[src/rtl/muldiv_pkg.sv]
// Shared encodings and helpers for the M-extension multiply/divide unit.
// Helpers work on MAX_W-bit values, so XLEN may be at most 64.
package muldiv_pkg;

    localparam logic [2:0] OP_MUL    = 3'b000;
    localparam logic [2:0] OP_MULH   = 3'b001;
    localparam logic [2:0] OP_MULHSU = 3'b010;
    localparam logic [2:0] OP_MULHU  = 3'b011;
    localparam logic [2:0] OP_DIV    = 3'b100;
    localparam logic [2:0] OP_DIVU   = 3'b101;
    localparam logic [2:0] OP_REM    = 3'b110;
    localparam logic [2:0] OP_REMU   = 3'b111;

    typedef enum logic [1:0] {
        S_IDLE = 2'd0,
        S_CALC = 2'd1,
        S_DONE = 2'd2
    } state_t;

    localparam int MAX_W = 128;

    // Two's-complement negate when neg is set; the low bits of the result are
    // correct for any narrower zero-extended operand.
    function automatic logic [MAX_W-1:0] cond_neg(input logic [MAX_W-1:0] v, input logic neg);
        return neg ? (~v + MAX_W'(1)) : v;
    endfunction

endpackage

[src/rtl/muldiv_sign_fix.sv]
// Operand magnitude/sign extraction at accept, and sign correction plus
// result selection of the raw {hi, lo} iteration outcome.
module muldiv_sign_fix
    import muldiv_pkg::*;
#(
    parameter int XLEN = 32
) (
    input  logic [2:0]      op,
    input  logic [XLEN-1:0] rs1_data,
    input  logic [XLEN-1:0] rs2_data,
    output logic [XLEN-1:0] a_mag,
    output logic [XLEN-1:0] b_mag,
    output logic            a_neg,
    output logic            b_neg,
    input  logic [2:0]      fix_op,
    input  logic            fix_a_neg,
    input  logic            fix_b_neg,
    input  logic [XLEN-1:0] fix_hi,
    input  logic [XLEN-1:0] fix_lo,
    output logic [XLEN-1:0] fixed
);

    logic            a_signed;
    logic            b_signed;
    logic [2*XLEN-1:0] prod;

    // MUL low half is sign-agnostic, so it is handled as unsigned.
    assign a_signed = (op == OP_MULH) || (op == OP_MULHSU) || (op == OP_DIV) || (op == OP_REM);
    assign b_signed = (op == OP_MULH) || (op == OP_DIV) || (op == OP_REM);
    assign a_neg    = a_signed & rs1_data[XLEN-1];
    assign b_neg    = b_signed & rs2_data[XLEN-1];
    assign a_mag    = XLEN'(cond_neg(MAX_W'(rs1_data), a_neg));
    assign b_mag    = XLEN'(cond_neg(MAX_W'(rs2_data), b_neg));

    always_comb begin
        prod = (2*XLEN)'(cond_neg(MAX_W'({fix_hi, fix_lo}), fix_a_neg ^ fix_b_neg));
        case (fix_op)
            OP_MUL:                       fixed = prod[XLEN-1:0];
            OP_MULH, OP_MULHSU, OP_MULHU: fixed = prod[2*XLEN-1:XLEN];
            OP_DIV, OP_DIVU:              fixed = XLEN'(cond_neg(MAX_W'(fix_lo), fix_a_neg ^ fix_b_neg));
            default:                      fixed = XLEN'(cond_neg(MAX_W'(fix_hi), fix_a_neg));
        endcase
    end

endmodule

[src/rtl/muldiv_unit.sv]
// Iterative RV M-extension multiply/divide unit (shift-add / restoring divide).
// Define MULDIV_FASTMUL_EN for a single-cycle combinational multiply path.
module muldiv_unit
    import muldiv_pkg::*;
#(
    parameter int XLEN = 32
) (
    input  logic            clk,
    input  logic            rst,
    input  logic            in_valid,
    output logic            in_ready,
    input  logic [2:0]      op,
    input  logic [XLEN-1:0] rs1_data,
    input  logic [XLEN-1:0] rs2_data,
    input  logic            flush,
    output logic            out_valid,
    input  logic            out_ready,
    output logic [XLEN-1:0] result,
    output logic            busy
);

    localparam int CNT_W = $clog2(XLEN) + 1;

    state_t            state, state_next;
    logic [2:0]        op_q;
    logic              a_neg_q, b_neg_q;
    logic [XLEN-1:0]   hi_q, lo_q, opnd_q, result_q;
    logic [CNT_W-1:0]  cnt_q;

    logic [XLEN-1:0]   a_mag, b_mag, fixed, special_res;
    logic              a_neg, b_neg, accept, div_zero, div_ovf, special, fast;
    logic [2:0]        fix_op;
    logic              fix_a_neg, fix_b_neg;
    logic [XLEN-1:0]   fix_hi, fix_lo;
    logic [XLEN:0]     mul_sum, div_shift, div_diff;

    muldiv_sign_fix #(.XLEN(XLEN)) u_sign_fix (
        .op        (op),
        .rs1_data  (rs1_data),
        .rs2_data  (rs2_data),
        .a_mag     (a_mag),
        .b_mag     (b_mag),
        .a_neg     (a_neg),
        .b_neg     (b_neg),
        .fix_op    (fix_op),
        .fix_a_neg (fix_a_neg),
        .fix_b_neg (fix_b_neg),
        .fix_hi    (fix_hi),
        .fix_lo    (fix_lo),
        .fixed     (fixed)
    );

    assign accept   = in_valid && in_ready && !flush;
    assign div_zero = op[2] && (rs2_data == '0);
    assign div_ovf  = ((op == OP_DIV) || (op == OP_REM)) &&
                      (rs1_data == {1'b1, {(XLEN-1){1'b0}}}) && (rs2_data == '1);
    assign special  = div_zero || div_ovf;
    // op[1] separates REM/REMU from DIV/DIVU.
    assign special_res = div_zero ? (op[1] ? rs1_data : '1) : (op[1] ? '0 : rs1_data);

`ifdef MULDIV_FASTMUL_EN
    logic [2*XLEN-1:0] fast_prod;
    assign fast_prod = (2*XLEN)'(a_mag) * (2*XLEN)'(b_mag);
    assign fast      = ~op[2];
    // In IDLE the fix-up stage corrects the combinational product of the incoming op.
    always_comb begin
        if (state == S_IDLE) begin
            fix_op    = op;
            fix_a_neg = a_neg;
            fix_b_neg = b_neg;
            fix_hi    = fast_prod[2*XLEN-1:XLEN];
            fix_lo    = fast_prod[XLEN-1:0];
        end else begin
            fix_op    = op_q;
            fix_a_neg = a_neg_q;
            fix_b_neg = b_neg_q;
            fix_hi    = hi_q;
            fix_lo    = lo_q;
        end
    end
`else
    assign fast      = 1'b0;
    assign fix_op    = op_q;
    assign fix_a_neg = a_neg_q;
    assign fix_b_neg = b_neg_q;
    assign fix_hi    = hi_q;
    assign fix_lo    = lo_q;
`endif

    assign mul_sum   = {1'b0, hi_q} + {1'b0, (lo_q[0] ? opnd_q : '0)};
    assign div_shift = {hi_q, lo_q[XLEN-1]};
    assign div_diff  = div_shift - {1'b0, opnd_q};

    always_ff @(posedge clk or posedge rst) begin
        if (rst) state <= S_IDLE;
        else     state <= state_next;
    end

    always_comb begin
        state_next = state;
        case (state)
            S_IDLE: if (accept) state_next = (special || fast) ? S_DONE : S_CALC;
            S_CALC: if (flush) state_next = S_IDLE;
                    else if (cnt_q == '0) state_next = S_DONE;
            S_DONE: if (flush || out_ready) state_next = S_IDLE;
            default: state_next = S_IDLE;
        endcase
    end

    always_comb begin
        in_ready  = (state == S_IDLE);
        out_valid = (state == S_DONE);
        busy      = (state != S_IDLE);
    end

    // Multiply: hi:lo is partial product : multiplier. Divide: hi:lo is remainder : dividend/quotient.
    always_ff @(posedge clk or posedge rst) begin
        if (rst) begin
            op_q     <= '0;
            a_neg_q  <= 1'b0;
            b_neg_q  <= 1'b0;
            hi_q     <= '0;
            lo_q     <= '0;
            opnd_q   <= '0;
            cnt_q    <= '0;
            result_q <= '0;
        end else begin
            case (state)
                S_IDLE: if (accept) begin
                    op_q    <= op;
                    a_neg_q <= a_neg;
                    b_neg_q <= b_neg;
                    cnt_q   <= CNT_W'(XLEN);
                    hi_q    <= '0;
                    lo_q    <= op[2] ? a_mag : b_mag;
                    opnd_q  <= op[2] ? b_mag : a_mag;
                    if (special)   result_q <= special_res;
                    else if (fast) result_q <= fixed;
                end
                S_CALC: if (!flush) begin
                    if (cnt_q != '0) begin
                        cnt_q <= cnt_q - CNT_W'(1);
                        if (!op_q[2]) begin
                            hi_q <= mul_sum[XLEN:1];
                            lo_q <= {mul_sum[0], lo_q[XLEN-1:1]};
                        end else if (div_diff[XLEN]) begin
                            hi_q <= div_shift[XLEN-1:0];
                            lo_q <= {lo_q[XLEN-2:0], 1'b0};
                        end else begin
                            hi_q <= div_diff[XLEN-1:0];
                            lo_q <= {lo_q[XLEN-2:0], 1'b1};
                        end
                    end else begin
                        result_q <= fixed;
                    end
                end
                default: ;
            endcase
        end
    end

    assign result = result_q;

endmodule
[config.mk]
export PLATFORM = sky130hd
export DESIGN_NAME = muldiv_unit
export DESIGN_NICKNAME = d
export VERILOG_FILES = /design/src/rtl/muldiv_pkg.sv /design/src/rtl/muldiv_sign_fix.sv /design/src/rtl/muldiv_unit.sv
export SDC_FILE = /design/constraint.sdc
export NUM_CORES = 1
export LEC_CHECK = 0
export BUFFER_PORTS_ARGS = -buffer_cell sky130_fd_sc_hd__clkbuf_2
export CORE_AREA = 2 2 230 232
export DETAILED_ROUTE_END_ITERATION = 7
export DIE_AREA = 0 0 232 234
export PLACE_DENSITY = 0.47
export SLEW_MARGIN = 20
export SYNTH_ARGS = -nofsm -noshare
export SYNTH_HDL_FRONTEND = slang
export SYNTH_SLANG_ARGS = --single-unit
[constraint.sdc]
create_clock -name clk -period 6 [get_ports clk]
set_clock_uncertainty 0.15 [all_clocks]
set_input_delay 0.6 -clock clk [delete_from_list [all_inputs] [get_ports clk]]
set_output_delay 0.6 -clock clk [all_outputs]
set_load 0.02 [all_outputs]
After elaboration in Yosys (flattened, before gate mapping)
Cells that the tools add are included.
{ "totals": {"regBits": 141, "out_inout_bits": 35, "word_cells": 111} }
{ "classes": {"add_sub_neg": 8, "reduce_logical": 27, "n_eq_ne": 20, "mux": 39, "n_bitwise": 8} }
{ "op_table": {"columns": ["cell", "n"], "rows": [
  ["32-bit two-way mux", 23],
  ["32-bit case mux with 2 select lines", 3],
  ["32-bit by 1-bit adder with 32-bit output (second input constant)", 4],
  ["32-bit NOT", 4],
  ["32-bit case mux with 3 select lines", 1],
  ["64-bit by 1-bit adder with 64-bit output (second input constant)", 1],
  ["32-bit == test (second input constant)", 2],
  ["64-bit two-way mux", 1],
  ["64-bit NOT", 1],
  ["32-bit by 32-bit adder with 33-bit output", 1],
  ["33-bit by 32-bit subtractor with 33-bit output", 1],
  ["32-bit zero test", 1],
  ["6-bit two-way mux", 3],
  ["3-bit == test (second input constant)", 4],
  ["6-bit case mux with 2 select lines", 1],
  ["2-bit two-way mux", 5],
  ["3-bit by 2-bit == test with 1-bit output (second input constant)", 3],
  ["1-bit logical OR", 8],
  ["3-bit by 1-bit == test with 1-bit output (second input constant)", 2],
  ["6-bit zero test", 1],
  ["2-bit by 1-bit != test with 1-bit output (second input constant)", 3],
  ["2-bit != test (second input constant)", 3],
  ["2-bit case mux with 3 select lines", 1],
  ["6-bit nonzero test", 1],
  ["18 further kinds", 24]
]} }

Depth between registers and ports, before layout
Gate-level depths: netlist of the first run.
{ "logic_depth": {"word_depth": 9, "ltp_mapped": 14, "mapped_depth_nobuf": 13} }

By module
From an unflattened synthesis of the first run, not the netlist that was laid out.
{ "unflattened": {"hier_cells": 2151, "area_unflattened_um2": 16080.4} }
{ "by_module_without_submodules": {"columns": ["module", "seq_area_each_um2", "cells_per_inst", "area_each_um2", "instances"], "rows": [
  ["muldiv_unit", 3528.4, 1449, 11700.0, 1],
  ["muldiv_sign_fix", 0.0, 702, 4380.5, 1]
]} }

Worst setup path before layout of the first run
OpenSTA, ideal clock, no wires.
{ "synth_path": {"path_type": "register to register", "from": "register lo_q[0], in the netlist fix_lo[0]", "to": "register hi_q[19], in the netlist fix_hi[19]", "t_arrival_ns": 3.180, "stages_incl_launch_ff": 14, "setup_ns": 0.126, "path_buffers": 1, "setup_slack_ns": 2.544, "synth_period_minus_slack_ns": 3.456, "path_cell_list": "dfrtp_1 > inv_1 > clkbuf_1 > nor2_1 > ha_1 > o211ai_1 > a21oi_1 > o2111a_1 > o211a_1 > o41ai_1 > o21ai_0 > a31oi_1 > xnor2_1 > a221o_1"} }
{ "synth_between": {"elab_chain_cells": 6} }
{ "synth_lines": {"columns": ["element", "line", "text"], "rows": [
  ["start, declared", "muldiv_unit.sv:27", "logic [XLEN-1:0] hi_q, lo_q, opnd_q, result_q;"],
  ["start signal, assigned", "muldiv_unit.sv:135", "lo_q <= op[2] ? a_mag : b_mag;"],
  ["start signal, assigned", "muldiv_unit.sv:145", "lo_q <= {mul_sum[0], lo_q[XLEN-1:1]};"],
  ["start signal, assigned", "muldiv_unit.sv:148", "lo_q <= {lo_q[XLEN-2:0], 1'b0};"],
  ["32-bit two-way mux", "muldiv_unit.sv:90", "assign mul_sum = {1'b0, hi_q} + {1'b0, (lo_q[0] ? opnd_q : '0)};"],
  ["32-bit by 32-bit adder with 33-bit output", "muldiv_unit.sv:90", null],
  ["32-bit two-way mux", "muldiv_unit.sv:143", "if (!op_q[2]) begin"],
  ["32-bit two-way mux", "muldiv_unit.sv:141", "if (cnt_q != '0) begin"],
  ["32-bit two-way mux", "muldiv_unit.sv:140", "S_CALC: if (!flush) begin"],
  ["32-bit case mux with 2 select lines", "muldiv_unit.sv:128", "case (state)"],
  ["end signal, assigned", "muldiv_unit.sv:144", "hi_q <= mul_sum[XLEN:1];"],
  ["end signal, assigned", "muldiv_unit.sv:147", "hi_q <= div_shift[XLEN-1:0];"],
  ["end signal, assigned", "muldiv_unit.sv:150", "hi_q <= div_diff[XLEN-1:0];"],
  ["end, declared", "muldiv_unit.sv:27", null]
]} }
No other way between the ends. The select of a mux whose other input is x is not followed.
A chain may end at the register's enable or synchronous reset.

Worst setup path after layout of the first run
Same ends and word-level chain as after synthesis.

==> metrics.cfg, run 1 <==
[synthesis]
synth.net_count = 2180
yosysSeqAreaShare_pct = 22.8
synth-simple-area-share_pct = 21.1
synth_cell_types = 91
synth_top_family_by_area = compound AO/OA/AOI/OAI gates
async_flop_share_pct = 100
synthMuxAreaShare_pct = 6.13
syn_avg_cell_area_um2 = 7.59
synth_compound_area_share_pct = 26.7
yosys_warnings = 0
ys_ff_latch = 141
synth_xor_area_share_pct = 10.1
syn_area_um2 = 15400
syn_inst = 2035
synthAdderAreaFrac_pct = 7.31
synth_ff_type = dfrtp_1
synth-edff-count = 0

[floorplan]
die_w_um = 232
pin_count = 107
core-area_um2 = 52000
num_rows = 84
die_h_um = 234
die-area_um2 = 54300
start_util_pct = 29.7

[clock_tree]
insertion_delay_ns = 0.50
ctsRootBufferMaster = clkbuf_16
numCtsBuffers = 17
clock_path_buffers = 2
htree_levels = 4
cts_resized = 0
cts_tree = yes
path_clk_slew_ns = 0.07
hold_buffers = 0
cts_setup_buffers = 0
cts_sinks = 141

[setup_path]
end_kind = flop
required_ns = 6.22
rrSetupSlack_ns = 1.73
r2r_cells = 12
cp_max_fo = 17
crit_arrival_ns = 4.50
r2r-start = fix_lo[0]
cp-start-kind = flop
reg2reg_to = fix_hi[19]
critical_path_class = flop to flop

[power]
seqPwrFrac_pct = 18.7
intPower_mw = 5.08
combPwrFrac_pct = 71.1
power_density_nw_per_um2 = 673
power_leakage_nw = 7.30
swShare_pct = 56.0
p_switching_mw = 6.45
clockPowerShare_pct = 10.2
ir_drop_uv = 260
total_power_mw = 11.5

[drt]
route.detailed.drc = 0
firstDrtPassIters = 6
drt.antenna.violating_nets = 0
wl_um = 64700
vias = 16000
first_iter_violations = 1721
via_per_inst = 5.82
wl_per_cell_um = 23.5

[final_layout]
fillCellCount = 5593
nNetsFinal = 2195
drive_gt1_share_pct = 11.2
syn2layout_area_growth_pct = 11.0
layoutNonFillerInstCount = 2753

[global_route]
antenna_found_initial = 0
grt_max_degree = 85
grt_pass1_vias = 14800
overflow = 0
grt_use_total_pct = 23.9
grt_pass1_wl_um = 97200

[job]
maxCapViolations = 0

[sta]
relSlewSlack_pct = 36.5
tns_ns = 0
hold_violations = 0
timing.fmax_ghz = 0.234
slew_viol_final = 0
finalSetupViolCount = 0
max_slew.worst_pin.slew_ns = 0.952
fin_hold_ws_ns = 0.110
rsz0062_at_grt = false
fin_ws_ns = 1.73
period_share_pct = 71.2
layout_min_cycle_time_ns = 4.27

[placement]
port_buffers = 106
gp_congestion = 0.954
placed_cells = 2719
dp_worst_setup_slack_ns = 1.48
hpwl_um = 50400

[run_status]
status = complete, no violations

[hold_path]
hold_class = input pin to async pin

-- worst max path at each step --
stage                     start  slack, ns    endpoint  cells past startpoint
floorplan                   rst       1.47     a_neg_q                      1
global placement    rs1_data[0]       1.52  result[28]                     12
detailed placement  rs1_data[0]       1.48  result[28]                     12
CTS                   fix_lo[0]       1.81  fix_hi[19]                     12
global route          fix_lo[0]       1.51  fix_hi[30]                     13
finish                fix_lo[0]       1.73  fix_hi[19]                     12
-- cells in the final DEF, fill, tap and decap left out, types with 16 or more instances in the layout --
cell       Yosys  final
o211ai_1      20     20
nor4_1        17     16
buf_4          1     35
nor3_1        67     67
inv_1         66     65
dfrtp_1      141    140
clkbuf_2       2    106
a21oi_1      170    170
xor2_1        78     77
mux2i_1       80     80
xnor2_1      100     98
o31ai_1       29     29
nand2_1      175    175
a211oi_1      28     28
nand2b_1      17     16
clkbuf_16      0     17
o22ai_1       23     23
nand4_1       23     23
nand3_1       42     42
a21o_1        34     34
maj3_1        20     20
ha_1          71     71
o21ai_0      163    163
a31oi_1       34     34
nor2_1       226    224
or3_1         16     16
a22oi_1       25     25
o221ai_1      22     22
-- power by group through the flow --
| stage | logic (mW) | registers (mW) | clock network [mW] |
|---|---|---|---|
| floorplan | 5.87 | 1.83 | 0 |
| global placement | 8.02 | 2.14 | 0 |
| detailed placement | 8.01 | 2.15 | 0 |
| CTS | 8.07 | 2.14 | 1.21 |
| global route | 8.94 | 2.21 | 1.24 |
| finish | 8.20 | 2.16 | 1.18 |
-- cell usage after synthesis (22+ instances only) --
cell type  instances  area share, %
a211oi_1          28            1.4
a21o_1            34            1.7
a21oi_1          170            5.5
a22oi_1           25            1.2
a31oi_1           34            1.4
clkbuf_1         104            2.5
dfrtp_1          141             23
ha_1              71            5.8
inv_1             66            1.6
mux2i_1           80            5.2
nand2_1          175            4.3
nand3_1           42            1.4
nand4_1           23           0.93
nor2_1           226            5.5
nor3_1            67            2.2
o21ai_0          163            5.3
o221ai_1          22            1.2
o22ai_1           23           0.93
o31ai_1           29            1.4
xnor2_1          100            5.7
xor2_1            78            4.4
-- through the flow --
stage	utilization [%]	instance area [µm²]
2_1_floorplan	-	15400
3_3_place_gp	31.7	16500
3_5_place_dp	31.8	16500
4_1_cts	32.9	17100
5_1_grt	32.9	17100
6_report	32.9	17100
-- layout make-up --
class / count / area [µm²] / area share [%]
diodes: 2 / 5.00 / 0.0292
clock buffers: 21 / 460 / 2.69
clock inverters: 11 / 155 / 0.905
inverters: 68 / 260 / 1.52
multi-input cells: 1681 / 11100 / 64.6
flip-flops and latches: 141 / 3530 / 20.6
well taps: 688 / 861 / 5.02
repair buffers: 141 / 793 / 4.63
-- worst max-delay path, stage by stage, from the launching register on --
cell	delay (ns)
dfrtp_1	0.48
inv_1	0.46
nor2_1	0.12
ha_1	0.34
o211ai_1	0.19
a21oi_1	0.08
o2111a_1	0.29
o211a_1	0.25
o41ai_1	0.76
o21ai_0	0.34
a31oi_1	0.29
xnor2_1	0.10
a221o_1	0.32
-- registers in the layout, indices dropped and copies added (netlist names) --
signal   flops
a_neg_q      1
state        2
fix_hi      32
cnt_q        6
opnd_q      32
fix_op       3
b_neg_q      1
fix_lo      32
result      32
-- cell families (layout without fill, tap and decap cells) --
group           count (synthesis)  after routing
compound gates                644            644
xor+xnor                      178            178
buf+inv                       213            241
other cells                     0              2
mux                            93             93
simple gates                  673            673
flops                         141            141
fa+ha+maj                      93             93
-- metal layers --
metal  wire length, µm  global-route usage [%]  share of wire [%]  up-vias
met5                 0                       0                  0        -
met4              1950                    7.69                3.0        0
met3              4390                    4.30                6.8      104
met2             28200                    36.1                 44      659
met1             30100                    34.3                 47     7789
li1                  -                       -                  -     7463
No activity file was read; power rests on OpenSTA's default activity.
==> inputs of run 2 (changes only) <==
Settings changed: ABC_AREA set to 1, CORE_AREA 2 2 230 232 to 2 2 254 256, DIE_AREA 0 0 232 234 to 0 0 256 258, PLACE_DENSITY 0.47 to 0.48.
Clock period 6 ns to 3.45 ns, I/O delays scaled along.
==> run 2 against run 1 <==
Global-route usage is 3.4 points higher. Die area is 22% higher. Cell count is 60% higher. Register-to-register slack worse by 1.4 ns. Sequential share of layout area is 3.9 points lower. Flip-flop and latch count stayed put. Area after synthesis is 22% higher. Combinational power is 100% higher. Maximum frequency is 35% higher. Largest cell class unchanged. Highest routed layer is now met5.
==> metrics.cfg, run 2 <==
[run_status]
status = complete, no violations

[final_layout]
syn2layout_area_growth_pct = 12.4
mostFrequentLayoutCell = nand2_1
nNetsFinal = 3680
layoutNonFillerInstCount = 4404
fin_util_pct = 33.2
drive_gt1_share_pct = 8.51
final_area_um2 = 21100
layout_common_cells = 1113 x nand2_1, 437 x inv_1, 434 x nor2_1, 380 x nand3_1, 187 x a21oi_1

[floorplan]
die_w_um = 256
start_util_pct = 29.5
num_rows = 93
die-area_um2 = 66000
core-area_um2 = 63600
pin_count = 107
die_h_um = 258

[synthesis]
synth_top_area_share_pct = 22.2
async_flop_share_pct = 100
yosys-top-cells-area = nand2_1 22%, dfrtp_1 19%, nand3_1 10%
synthTopCellsByCount = 1114 x nand2_1, 440 x inv_1, 437 x nor2_1
ys_ff_latch = 141
yosysSeqAreaShare_pct = 18.8
synth.net_count = 3592
synth_ff_type = dfrtp_1
synth_cell_types = 49
synth-edff-count = 0
synth_most_common_cell = nand2_1
syn_avg_cell_area_um2 = 5.46
yosys_warnings = 0
syn_area_um2 = 18800
syn_inst = 3447
yosysTopAreaCell = nand2_1

[drt]
vias = 22800
wl_um = 92200
drt.antenna.violating_nets = 0
via_per_inst = 5.18
route.detailed.drc = 0
first_iter_violations = 2329
firstDrtPassIters = 6
wl_per_cell_um = 20.9

[power]
ir_drop_uv = 424
total_power_mw = 22.0
power_density_nw_per_um2 = 1040
power_leakage_nw = 11.0

[global_route]
overflow = 0
grt-busiest-layer = met2
use_met2_pct = 43.5
grt_pass1_vias = 20900
grt_pass1_wl_um = 136000
grt_use_total_pct = 27.3
gr-usage-met3_pct = 3.24
grt_max_degree = 75
gr-usage-met1_pct = 37.5
antenna_found_initial = 3

[setup_path]
cp_max_fo = 25
reg2reg_to = fix_hi[19]
rrSetupSlack_ns = 0.29
crit_arrival_ns = 3.35
r2r-start = fix_lo[0]
r2r_cells = 15
critical_path_class = flop to flop
cp-start-kind = flop
crit_path_end = fix_hi[19]
end_kind = flop
crit_start = fix_lo[0]
required_ns = 3.64

[sta]
tns_ns = 0
finalSetupViolCount = 0
rsz0062_at_grt = false
timing.fmax_ghz = 0.317
period_share_pct = 91.5
slew_viol_final = 0
max_slew.worst_pin.slew_ns = 0.868
relSlewSlack_pct = 42.0
layout_min_cycle_time_ns = 3.16
hold_violations = 0

[placement]
hpwl_um = 76000
postPlaceCellArea_um2 = 20600
placed_cells = 4370
gp_congestion = 0.978
port_buffers = 106

[clock_tree]
cts_tree = yes
cts_setup_buffers = 0
insertion_delay_ns = 0.46
numCtsBuffers = 17
ctsRootBufferMaster = clkbuf_16
cts_resized = 0
path_clk_slew_ns = 0.07
htree_levels = 4
clock_path_buffers = 2
cts_sinks = 141
hold_buffers = 1

[job]
maxCapViolations = 0

[hold_path]
whs_path_depth = 3
hold_class = input pin to flop

## run 2: layer usage
metal | share of wire, % | up-vias
met2 | 44 | 834
li1 | - | 11300
met4 | 4.3 | 4
met1 | 45 | 10500
met5 | 0.027 | -
met3 | 6.5 | 137
## run 2: worst min-delay path by stage
stage                          start    endpoint  slack [ns]
final                          op[0]   fix_op[0]        0.09
after global routing           op[0]   fix_op[0]        0.11
after CTS                      op[0]   fix_op[0]        0.06
after detailed placement  result[12]  result[12]        0.32
after global placement    result[30]  result[30]        0.32
after floorplan             cnt_q[0]    cnt_q[0]        0.31
## run 2: cell type report
class,count,area (µm²)
multi-input cells,2724,13000
clock inverters,15,140
well taps,855,1070
diodes,1,2.50
fillers,7346,42500
clock buffers,17,425
flip-flops and latches,141,3530
repair buffers,187,1220
inverters,464,1750
## run 2: metrics by stage
| stage | setup WS, ns | hold slack [ns] |
|---|---|---|
| final | 0.293 | 0.0890 |
| after global routing | 0.165 | 0.106 |
| after CTS | 0.415 | 0.0646 |
| after global placement | 0.430 | 0.315 |
| after floorplan | 0.874 | 0.311 |
| after detailed placement | 0.434 | 0.318 |
## run 2: where the power goes
part / switching, mW / leakage, nW / internal [mW]
Sequential: 1.01 / 1.74 / 2.40
Combinational: 11.7 / 9.02 / 4.98
Clock: 0.910 / 0.271 / 0.958
## run 2: logic make-up (layout without fill, tap and decap cells)
| family | Yosys count | count (layout) | synth area share (%) |
|---|---|---|---|
| AO/OA/AOI/OAI | 453 | 453 | 13.3 |
| XOR/XNOR | 57 | 57 | 2.75 |
| adder cells (fa/ha/maj) | 73 | 73 | 4.94 |
| buffers and inverters | 582 | 683 | 12.2 |
| flip-flops | 141 | 141 | 18.8 |
| other | 0 | 1 | 0 |
| AND/OR/NAND/NOR | 2141 | 2141 | 48.0 |
## run 2: worst max-delay path, stage by stage, from the launching register on
cell     delay [ns]
dfrtp_1        0.47
buf_12         0.22
nand2_1        0.17
inv_1          0.07
ha_1           0.39
nand2_1        0.14
inv_1          0.08
nand2_1        0.09
nor3_1         0.44
nand3_1        0.16
nand3_1        0.16
nor2_1         0.06
o21ai_0        0.22
inv_1          0.12
nand2_1        0.07
nand2_1        0.05
